`src/rtl/next_pc_controller.sv`:
```
// ---------------------------------------------------------------------------
// next_pc_controller
//   Program-counter sequencer for the monocycle core. It owns the PC register
//   and runs a fetch/execute handshake with instruction memory. When the
//   datapath resolves the current instruction, it decides between the
//   sequential PC (pc + STEP) and the ALU target. The select it used is
//   reported on o_next_pc_src.
//
// Optional feature (macro NEXTPC_MISALIGN_TRAP_EN):
//   Defined   : a taken branch/jump to a target that is not word aligned
//               enters a TRAP state. The PC is held there until
//               i_trap_clear, then the PC skips the faulting instruction.
//   Undefined : the two low target bits are forced to zero when loaded,
//               there is no TRAP state, and o_trap/o_trap_addr read 0.
//
// Ports
//   i_clk            clock, rising edge
//   i_rst_n          asynchronous active-low reset
//   o_fetch_req      instruction fetch request (high in FETCH)
//   o_fetch_addr     fetch address, always equal to the PC
//   i_fetch_ack      imem returned the instruction at o_fetch_addr
//   i_resolve_valid  datapath outcome for the current instruction is valid
//   i_branch         current instruction is a conditional branch
//   i_branch_cond    branch comparison result (1 = taken)
//   i_jump           current instruction is an unconditional jump
//   i_target         branch/jump target from the ALU
//   i_stall          hold the PC update while high
//   i_trap_clear     acknowledge and clear a misalignment trap
//   o_pc             current PC
//   o_pc_plus_step   pc + STEP, modulo 2^XLEN
//   o_next_pc_src    select used by the last PC update (1 = target)
//   o_trap           misaligned-target trap pending
//   o_trap_addr      offending target address
//   o_retire_cnt     retired instruction count (wraps)
// ---------------------------------------------------------------------------
module next_pc_controller #(
  parameter int unsigned     XLEN         = 32,
  parameter logic [XLEN-1:0] RESET_VECTOR = '0,
  parameter int unsigned     STEP         = 4
) (
  input  logic            i_clk,
  input  logic            i_rst_n,
  output logic            o_fetch_req,
  output logic [XLEN-1:0] o_fetch_addr,
  input  logic            i_fetch_ack,
  input  logic            i_resolve_valid,
  input  logic            i_branch,
  input  logic            i_branch_cond,
  input  logic            i_jump,
  input  logic [XLEN-1:0] i_target,
  input  logic            i_stall,
  input  logic            i_trap_clear,
  output logic [XLEN-1:0] o_pc,
  output logic [XLEN-1:0] o_pc_plus_step,
  output logic            o_next_pc_src,
  output logic            o_trap,
  output logic [XLEN-1:0] o_trap_addr,
  output logic [31:0]     o_retire_cnt
);

  localparam logic [1:0] S_BOOT  = 2'd0;
  localparam logic [1:0] S_FETCH = 2'd1;
  localparam logic [1:0] S_EXEC  = 2'd2;
  localparam logic [1:0] S_TRAP  = 2'd3;

  logic [1:0]      r_state;
  logic [XLEN-1:0] r_pc;
  logic            r_next_pc_src;
  logic [31:0]     r_retire_cnt;

  logic            w_take;
  logic            w_resolve;
  logic            w_misalign;
  logic [XLEN-1:0] w_pc_plus_step;
  logic [XLEN-1:0] w_target_load;

  // A jump is always taken, whatever the branch inputs say.
  assign w_take         = i_jump | (i_branch & i_branch_cond);
  assign w_resolve      = (r_state == S_EXEC) & i_resolve_valid & ~i_stall;
  assign w_pc_plus_step = r_pc + XLEN'(STEP);

`ifdef NEXTPC_MISALIGN_TRAP_EN
  logic            r_trap;
  logic [XLEN-1:0] r_trap_addr;

  assign w_target_load = i_target;
  assign w_misalign    = w_take & (i_target[1:0] != 2'b00);

  // The trap flag and the captured address are set on the resolve edge of
  // a misaligned taken target. Only trap_clear in TRAP drops the flag. The
  // captured address stays until the next trap for post-mortem reads.
  always_ff @(posedge i_clk or negedge i_rst_n) begin
    if (!i_rst_n) begin
      r_trap      <= 1'b0;
      r_trap_addr <= '0;
    end else if (w_resolve && w_misalign) begin
      r_trap      <= 1'b1;
      r_trap_addr <= i_target;
    end else if ((r_state == S_TRAP) && i_trap_clear) begin
      r_trap      <= 1'b0;
    end
  end

  assign o_trap      = r_trap;
  assign o_trap_addr = r_trap_addr;
`else
  logic w_unused;

  // Without the trap, the low target bits are meaningless. Drop them so the
  // PC stays word aligned.
  assign w_target_load = {i_target[XLEN-1:2], 2'b00};
  assign w_misalign    = 1'b0;
  assign w_unused      = ^{i_trap_clear, i_target[1:0]};

  assign o_trap      = 1'b0;
  assign o_trap_addr = '0;
`endif

  // Main sequencer: BOOT -> FETCH -> EXEC -> FETCH ...
  // The PC, the mux select and the retire count all change on the single
  // resolve edge. A stalled resolve leaves everything untouched.
  always_ff @(posedge i_clk or negedge i_rst_n) begin
    if (!i_rst_n) begin
      r_state       <= S_BOOT;
      r_pc          <= RESET_VECTOR;
      r_next_pc_src <= 1'b0;
      r_retire_cnt  <= '0;
    end else begin
      case (r_state)
        S_BOOT: begin
          r_state <= S_FETCH;
        end
        S_FETCH: begin
          if (i_fetch_ack) begin
            r_state <= S_EXEC;
          end
        end
        S_EXEC: begin
          if (w_resolve) begin
            if (w_misalign) begin
              r_state <= S_TRAP;
            end else begin
              r_next_pc_src <= w_take;
              r_pc          <= w_take ? w_target_load : w_pc_plus_step;
              r_retire_cnt  <= r_retire_cnt + 32'd1;
              r_state       <= S_FETCH;
            end
          end
        end
`ifdef NEXTPC_MISALIGN_TRAP_EN
        S_TRAP: begin
          // Skip the faulting instruction. It is not counted as retired.
          if (i_trap_clear) begin
            r_pc          <= w_pc_plus_step;
            r_next_pc_src <= 1'b0;
            r_state       <= S_FETCH;
          end
        end
`endif
        default: begin
          r_state <= S_BOOT;
        end
      endcase
    end
  end

  assign o_fetch_req    = (r_state == S_FETCH);
  assign o_fetch_addr   = r_pc;
  assign o_pc           = r_pc;
  assign o_pc_plus_step = w_pc_plus_step;
  assign o_next_pc_src  = r_next_pc_src;
  assign o_retire_cnt   = r_retire_cnt;

endmodule

```
`config.mk`:
```
export PLATFORM = sky130hd
export DESIGN_NAME = next_pc_controller
export DESIGN_NICKNAME = d
export VERILOG_FILES = /design/src/rtl/next_pc_controller.sv
export SDC_FILE = /design/constraint.sdc
export NUM_CORES = 1
export LEC_CHECK = 0
export CORE_MARGIN = 10
export CORE_UTILIZATION = 64
export CTS_CLUSTER_DIAMETER = 30
export DETAILED_ROUTE_END_ITERATION = 16
export DONT_BUFFER_PORTS = 1
export PLACE_DENSITY_LB_ADDON = 0.1
export SLEW_MARGIN = 20
export SYNTH_ARGS = -nofsm -noshare
export SYNTH_HDL_FRONTEND = slang
export SYNTH_SLANG_ARGS = --single-unit
```
`constraint.sdc`:
```
create_clock -name i_clk -period 5.81 [get_ports i_clk]
set_input_delay 0.581 -clock i_clk [delete_from_list [all_inputs] [get_ports i_clk]]
set_output_delay 0.581 -clock i_clk [all_outputs]
set_load 0.01 [all_outputs]
```
==> results of run 1 <==
-- cells in the mapped netlist (3+ instances only) --
master	number	area [µm²]
clkbuf_1	23	86.3
a31o_2	4	35.0
o22ai_1	5	31.3
o21ai_0	6	30.0
a21o_1	3	22.5
nand2_1	37	139
and4_1	12	105
o211ai_1	3	22.5
xor2_1	13	114
o311ai_0	18	158
a31oi_1	5	31.3
or2_2	5	31.3
nor3_1	5	25.0
and3_1	10	62.6
xnor2_1	46	403
nand3_1	34	170
or3_1	4	25.0
inv_1	4	15.0
a21oi_1	12	60.1
buf_2	4	20.0
clkbuf_2	3	15.0
dfrtp_1	65	1630
nand4_1	18	113
o22a_1	3	26.3
and2_1	7	43.8
nor2_1	16	60.1
buf_4	69	518
nor4_1	8	50.1
a22oi_1	17	128
-- layer usage --
layer,global-route usage [%],vias up,share of wire [%]
met2,34.8,179,48
met5,0,-,0
met4,8.88,0,1.6
li1,-,1566,-
met3,6.64,16,9.0
met1,28.6,1721,41
-- layout make-up --
cell class                 count  area, µm²
clock inverter                 6       88.8
timing repair buffer           5       57.6
tap                           80        100
clock buffer                  10        138
multi-input combinational    356       2320
sequential                    65       1630
fill                         583       2410
inverter                       4       15.0
-- worst max-delay path: stages, from the launching register on --
cell     delay (ns)
dfrtp_1        0.65
nand4_2        0.40
or4_1          0.80
or3_4          0.40
xnor2_1        0.30
-- state kept, by name, summed over array words and instances, names as in the netlist --
name           count
o_fetch_addr      30
r_state            2
o_next_pc_src      1
o_retire_cnt      32
-- how the worst max path moves through the flow --
| stage | startpoint | end | slack [ns] | cells after the start |
|---|---|---|---|---|
| after floorplan | o_fetch_addr[3] | o_pc_plus_step[28] | 3.23 | 6 |
| after global placement | o_fetch_addr[5] | o_pc_plus_step[23] | 2.53 | 4 |
| after detailed placement | o_fetch_addr[4] | o_pc_plus_step[23] | 2.46 | 4 |
| after CTS | o_fetch_addr[4] | o_pc_plus_step[23] | 2.09 | 4 |
| after global routing | o_fetch_addr[4] | o_pc_plus_step[23] | 2.19 | 4 |
| final | o_fetch_addr[4] | o_pc_plus_step[24] | 2.34 | 4 |
-- where the power goes --
part           leakage [nW]  switching, mW  total [mW]  internal (mW)
logic                 0.871          0.268       0.445          0.178
clock network         0.109          0.179       0.433          0.254
registers             0.789          0.276       0.805          0.529
total                  1.77          0.722        1.68          0.961
-- stage by stage --
| step | instance area, µm² | util (%) | power [mW] | cells | hold slack (ns) |
|---|---|---|---|---|---|
| 6_report | 4340 | 64.3 | 1.68 | 526 | 0.119 |
| 5_1_grt | 4340 | 64.3 | 1.80 | 526 | 0.120 |
| 4_1_cts | 4330 | 64.1 | 1.69 | 526 | 0.124 |
| 3_5_place_dp | 4080 | 60.3 | 1.24 | 509 | 0.287 |
| 3_3_place_gp | 4080 | 60.3 | 1.22 | 509 | 0.287 |
| 2_1_floorplan | 4570 | - | 1.23 | 526 | 0.285 |
-- cells by family (layout without fill, tap and decap cells) --
group / count (synthesis) / count (layout)
flops: 65 / 65
buf+inv: 105 / 25
compound gates: 88 / 88
xor+xnor: 59 / 59
fa+ha+maj: 2 / 2
other cells: 1 / 39
simple gates: 168 / 168
==> reports/results.tsv, run 1 <==
metric	value	unit
P&R area growth vs syn	-1.92	%
antenna violations before repair	0	
cells after synthesis	488	
max-cap violation count	0	
synthesized-area fraction occupied by adder cells	0.565	%
worst reg2reg endpoint	o_fetch_addr[24]	
die width	103	µm
crit path time final	3.47	ns
Max Slew Vio Count	0	
CP startpoint kind	flop	
commonest non-fill, non-tap cell in the layout	dfrtp_1	
Distinct cells, synth	48	
P_leak	1.77	nW
Remaining DRCs	0	
number of global-route vias before repair	3474	
post-DP HPWL	8.74	mm
final setup violation count	0	
final hold vios	0	
status	finished clean	
Slew @ Worst Pin	1.06	ns
worst slack at placement	2.46	ns
reg2reg setup slack	3.15	ns
routed vias	3482	
post-CTS sizing	0	
post-route ant nets	0	
Chip Height	103	µm
grt ovf	0	
Worst Setup Slack, final	2.34	ns
Ys Warns	0	
TNS Setup	0	ns
Inserted Clock Buffers	9	
Crit Path Class	flop to output pin	
CTS Hold Bufs	1	
Post-Syn Area per Cell	9.07	µm²
Synth Cell Area	4430	µm²
clk_lat worst skew	0.33	ns
simple-gate share of the synthesized area	21.4	%
gr usage total	22.4	%
worst r2r path cells	4	
first-pass GRT wire length	18.9	mm
Post-synth EDFFs	0	
Net count, final	484	
XOR/XNOR share of the synthesized area	11.7	%
main combinational cell family by area after synthesis	simple AND/OR/NAND/NOR gates	
worst-path fanout max	14	
Critical Path AT	2.88	ns
Clock H-tree levels	3	
Yosys reg bits	65	
largest net degree at the start of global routing	66	
commonest non-fill, non-tap cells in the layout	dfrtp_1 (65), xnor2_1 (46), conb_1 (39), nand2_1 (37), nand3_1 (34)	
drt wl/cell	22.7	µm
Worst VDD drop	0.230	mV
postcts setup bufs	0	
drt pass-1 iters	5	
fin crit share	59.6	%
power per standard cell area	388	nW/µm²
mux share of post-synthesis cell area	0	%
Fmax achieved	0.289	GHz
WP data required	5.23	ns
Clock Skews	0.0123	ns
CP endpoint kind	output pin	
antenna diode count	0	
ys async rst share	100	%
IO Port Bufs	0	
Initial Util	65.5	%
WL final	12.0	mm
DR iter-0 viols	182	
sequential area share after synthesis	36.7	%
I/O Pins	204	
GP Congestion	0.813	
HP Class	primary input to asynchronous set/reset pin	
Synth Flop Type	dfrtp_1	
vias per cell	6.62	
core area	6760	µm²
CTS Sinks	65	
FP Rows	30	
Slew HR	29.5	%
Synth Area in Compound Gates	14.6	%
share of layout cells above drive strength 1	9.19	%
CTS tree	yes	
Die ar.	10600	µm²
clock buffer depth	2	
RSZ-0062 raised after global routing	no	
clock-pin slew on the worst setup and hold paths	0.08	ns
FF-to-FF Start	o_fetch_addr[4]	
root buffer cell	clkbuf_8	
(Power assumes the default switching activity.)
==> inputs of run 2 (changes only) <==
--- a/config.mk
+++ b/config.mk
@@ -6,7 +6,7 @@
 export NUM_CORES = 1
 export LEC_CHECK = 0
 export CORE_MARGIN = 10
-export CORE_UTILIZATION = 64
+export CORE_UTILIZATION = 58
 export CTS_CLUSTER_DIAMETER = 30
 export DETAILED_ROUTE_END_ITERATION = 16
 export DONT_BUFFER_PORTS = 1
==> constraint.sdc (replaced) <==
create_clock -name i_clk -period 3.1 [get_ports i_clk]
set_input_delay 0.31 -clock i_clk [delete_from_list [all_inputs] [get_ports i_clk]]
set_output_delay 0.31 -clock i_clk [all_outputs]
set_load 0.01 [all_outputs]
==> run 2 against run 1 <==
Critical path depth unchanged. Sequential power rose by 74%. Clock power is 92% higher. Wire length increased by 0.67%. Count of clock-buffer cells in the layout stayed put. Largest cell class unchanged.
==> reports/results.tsv, run 2 (synthesis gave the netlist of run 1 again) <==
metric	value	unit
status	finished clean	
commonest non-fill, non-tap cells in the layout	dfrtp_1 (65), xnor2_1 (46), conb_1 (39), nand2_1 (37), nand3_1 (34)	
TNS Setup	0	ns
drt pass-1 iters	4	
power per standard cell area	723	nW/µm²
P&R area growth vs syn	0.452	%
met3 WL	1.16	mm
switching portion of total power	42.5	%
crit path time final	2.89	ns
P_leak	1.83	nW
post-route ant nets	0	
Worst VDD drop	0.380	mV
Clock Skews	0.00983	ns
clock-pin slew on the worst setup and hold paths	0.08	ns
GP Congestion	0.820	
worst-path fanout max	9	
WHS	0.0981	ns
Max Slew Vio Count	0	
WL met2	5.67	mm
internal power	1.85	mW
Clock H-tree levels	3	
die width	107	µm
Clk pwr share	25.9	%
drt wl/cell	21.6	µm
Critical Path AT	2.58	ns
Net count, final	496	
max FFs per register	32	
IO Port Bufs	0	
commonest non-fill, non-tap cell in the layout	dfrtp_1	
antenna diode count	0	
grt ovf	0	
gr usage total	19.8	%
Critical Path Start	o_fetch_addr[11]	
antenna violations before repair	0	
WL final	12.0	mm
CP startpoint kind	flop	
share of layout cells above drive strength 1	10.9	%
WP data required	2.79	ns
Remaining DRCs	0	
Slew HR	42.9	%
combinational share of power	30.5	%
FP Rows	31	
max-cap violation count	0	
RSZ-0062 raised after global routing	no	
P_sw	1.37	mW
final setup violation count	0	
DR iter-0 viols	244	
clock buffer depth	2	
Reg power frac	43.6	%
routed vias	3543	
CP endpoint kind	output pin	
fin cells	557	
clk_lat worst skew	0.35	ns
Chip Height	107	µm
FF-to-FF Start	o_fetch_addr[11]	
Inserted Clock Buffers	9	
HP Class	primary input to flop	
root buffer cell	clkbuf_8	
largest net degree at the start of global routing	66	
Placed Cells	539	
CTS Sinks	65	
core area	7330	µm²
Fmax achieved	0.346	GHz
DR top layer	met4	
I/O Pins	204	
final hold vios	0	
M1 wire length	5.08	mm
first-pass GRT wire length	18.5	mm
vias per cell	6.36	
Slew @ Worst Pin	0.850	ns
Crit Path Class	flop to output pin	
Pwr Total	3.21	mW
Initial Util	60.4	%
post-DP HPWL	8.90	mm
Die ar.	11500	µm²
number of global-route vias before repair	3427	
fin crit share	93.3	%
Hold Startpoint	i_fetch_ack	
post-CTS sizing	0	
CTS tree	yes	
-- run 2: cell count changes in the layout (fill, tap and decap cells not counted), sizes merged --
cell and change:
dlygate4sd3 +1, clkinvlp -1, clkinv +1, buf +11
-- run 2: power groups by stage --
stage | sequential, mW | combinational [mW] | clock (mW)
detailed placement | 1.42 | 0.952 | 0
global placement | 1.42 | 0.937 | 0
CTS | 1.40 | 0.979 | 0.846
global route | 1.45 | 1.09 | 0.883
floorplan | 1.27 | 1.03 | 0
finish | 1.40 | 0.981 | 0.831
-- run 2: per-stage QoR --
step,area (µm²),utilization (%),setup WS (ns)
6_report,4450,60.7,0.207
5_1_grt,4450,60.7,0.0521
4_1_cts,4450,60.7,0.193
2_1_floorplan,4570,-,0.788
3_3_place_gp,4180,57.0,0.590
3_5_place_dp,4180,57.0,0.579
-- run 2: what timing repair did --
item / in CTS / in global routing
buffers inserted: 0 / 0
hold buffers: 2 / 0
endpoints found under the hold margin: 65 / 0
-- run 2: final timing paths --
kind / to / slack (ns) / cells past startpoint
setup / recovery: o_pc_plus_step[24] / 0.21 / 4
hold / removal: r_state[1] / 0.1 / 2
setup reg to reg: o_fetch_addr[28] / 0.76 / 4
hold reg to reg: o_retire_cnt[31] / 0.55 / 1
max in group asynchronous: o_fetch_addr[3] / 2.31 / 2
min in group asynchronous: o_fetch_addr[5] / 0.54 / 2
-- run 2: cell type report --
cell class / instances / area [µm²]
multi-input cells: 356 / 2300
repair buffers: 17 / 150
well taps: 99 / 124
fillers: 622 / 2880
inverters: 4 / 15.0
flip-flops and latches: 65 / 1630
clock buffers: 10 / 138
clock inverters: 6 / 90.1
-- run 2: critical path, stage by stage (launching register included) --
cell and delay [ns]:
dfrtp_1 0.62, nand4_2 0.24, or4_1 0.69, or3_4 0.40
xnor2_1 0.29
-- run 2: metal layers --
layer  GRT usage, %  vias to the layer above
li1               -                     1602
met1           24.3                     1731
met2           31.7                      199
met3           7.72                       11
met4           5.53                        0
met5              0                        -
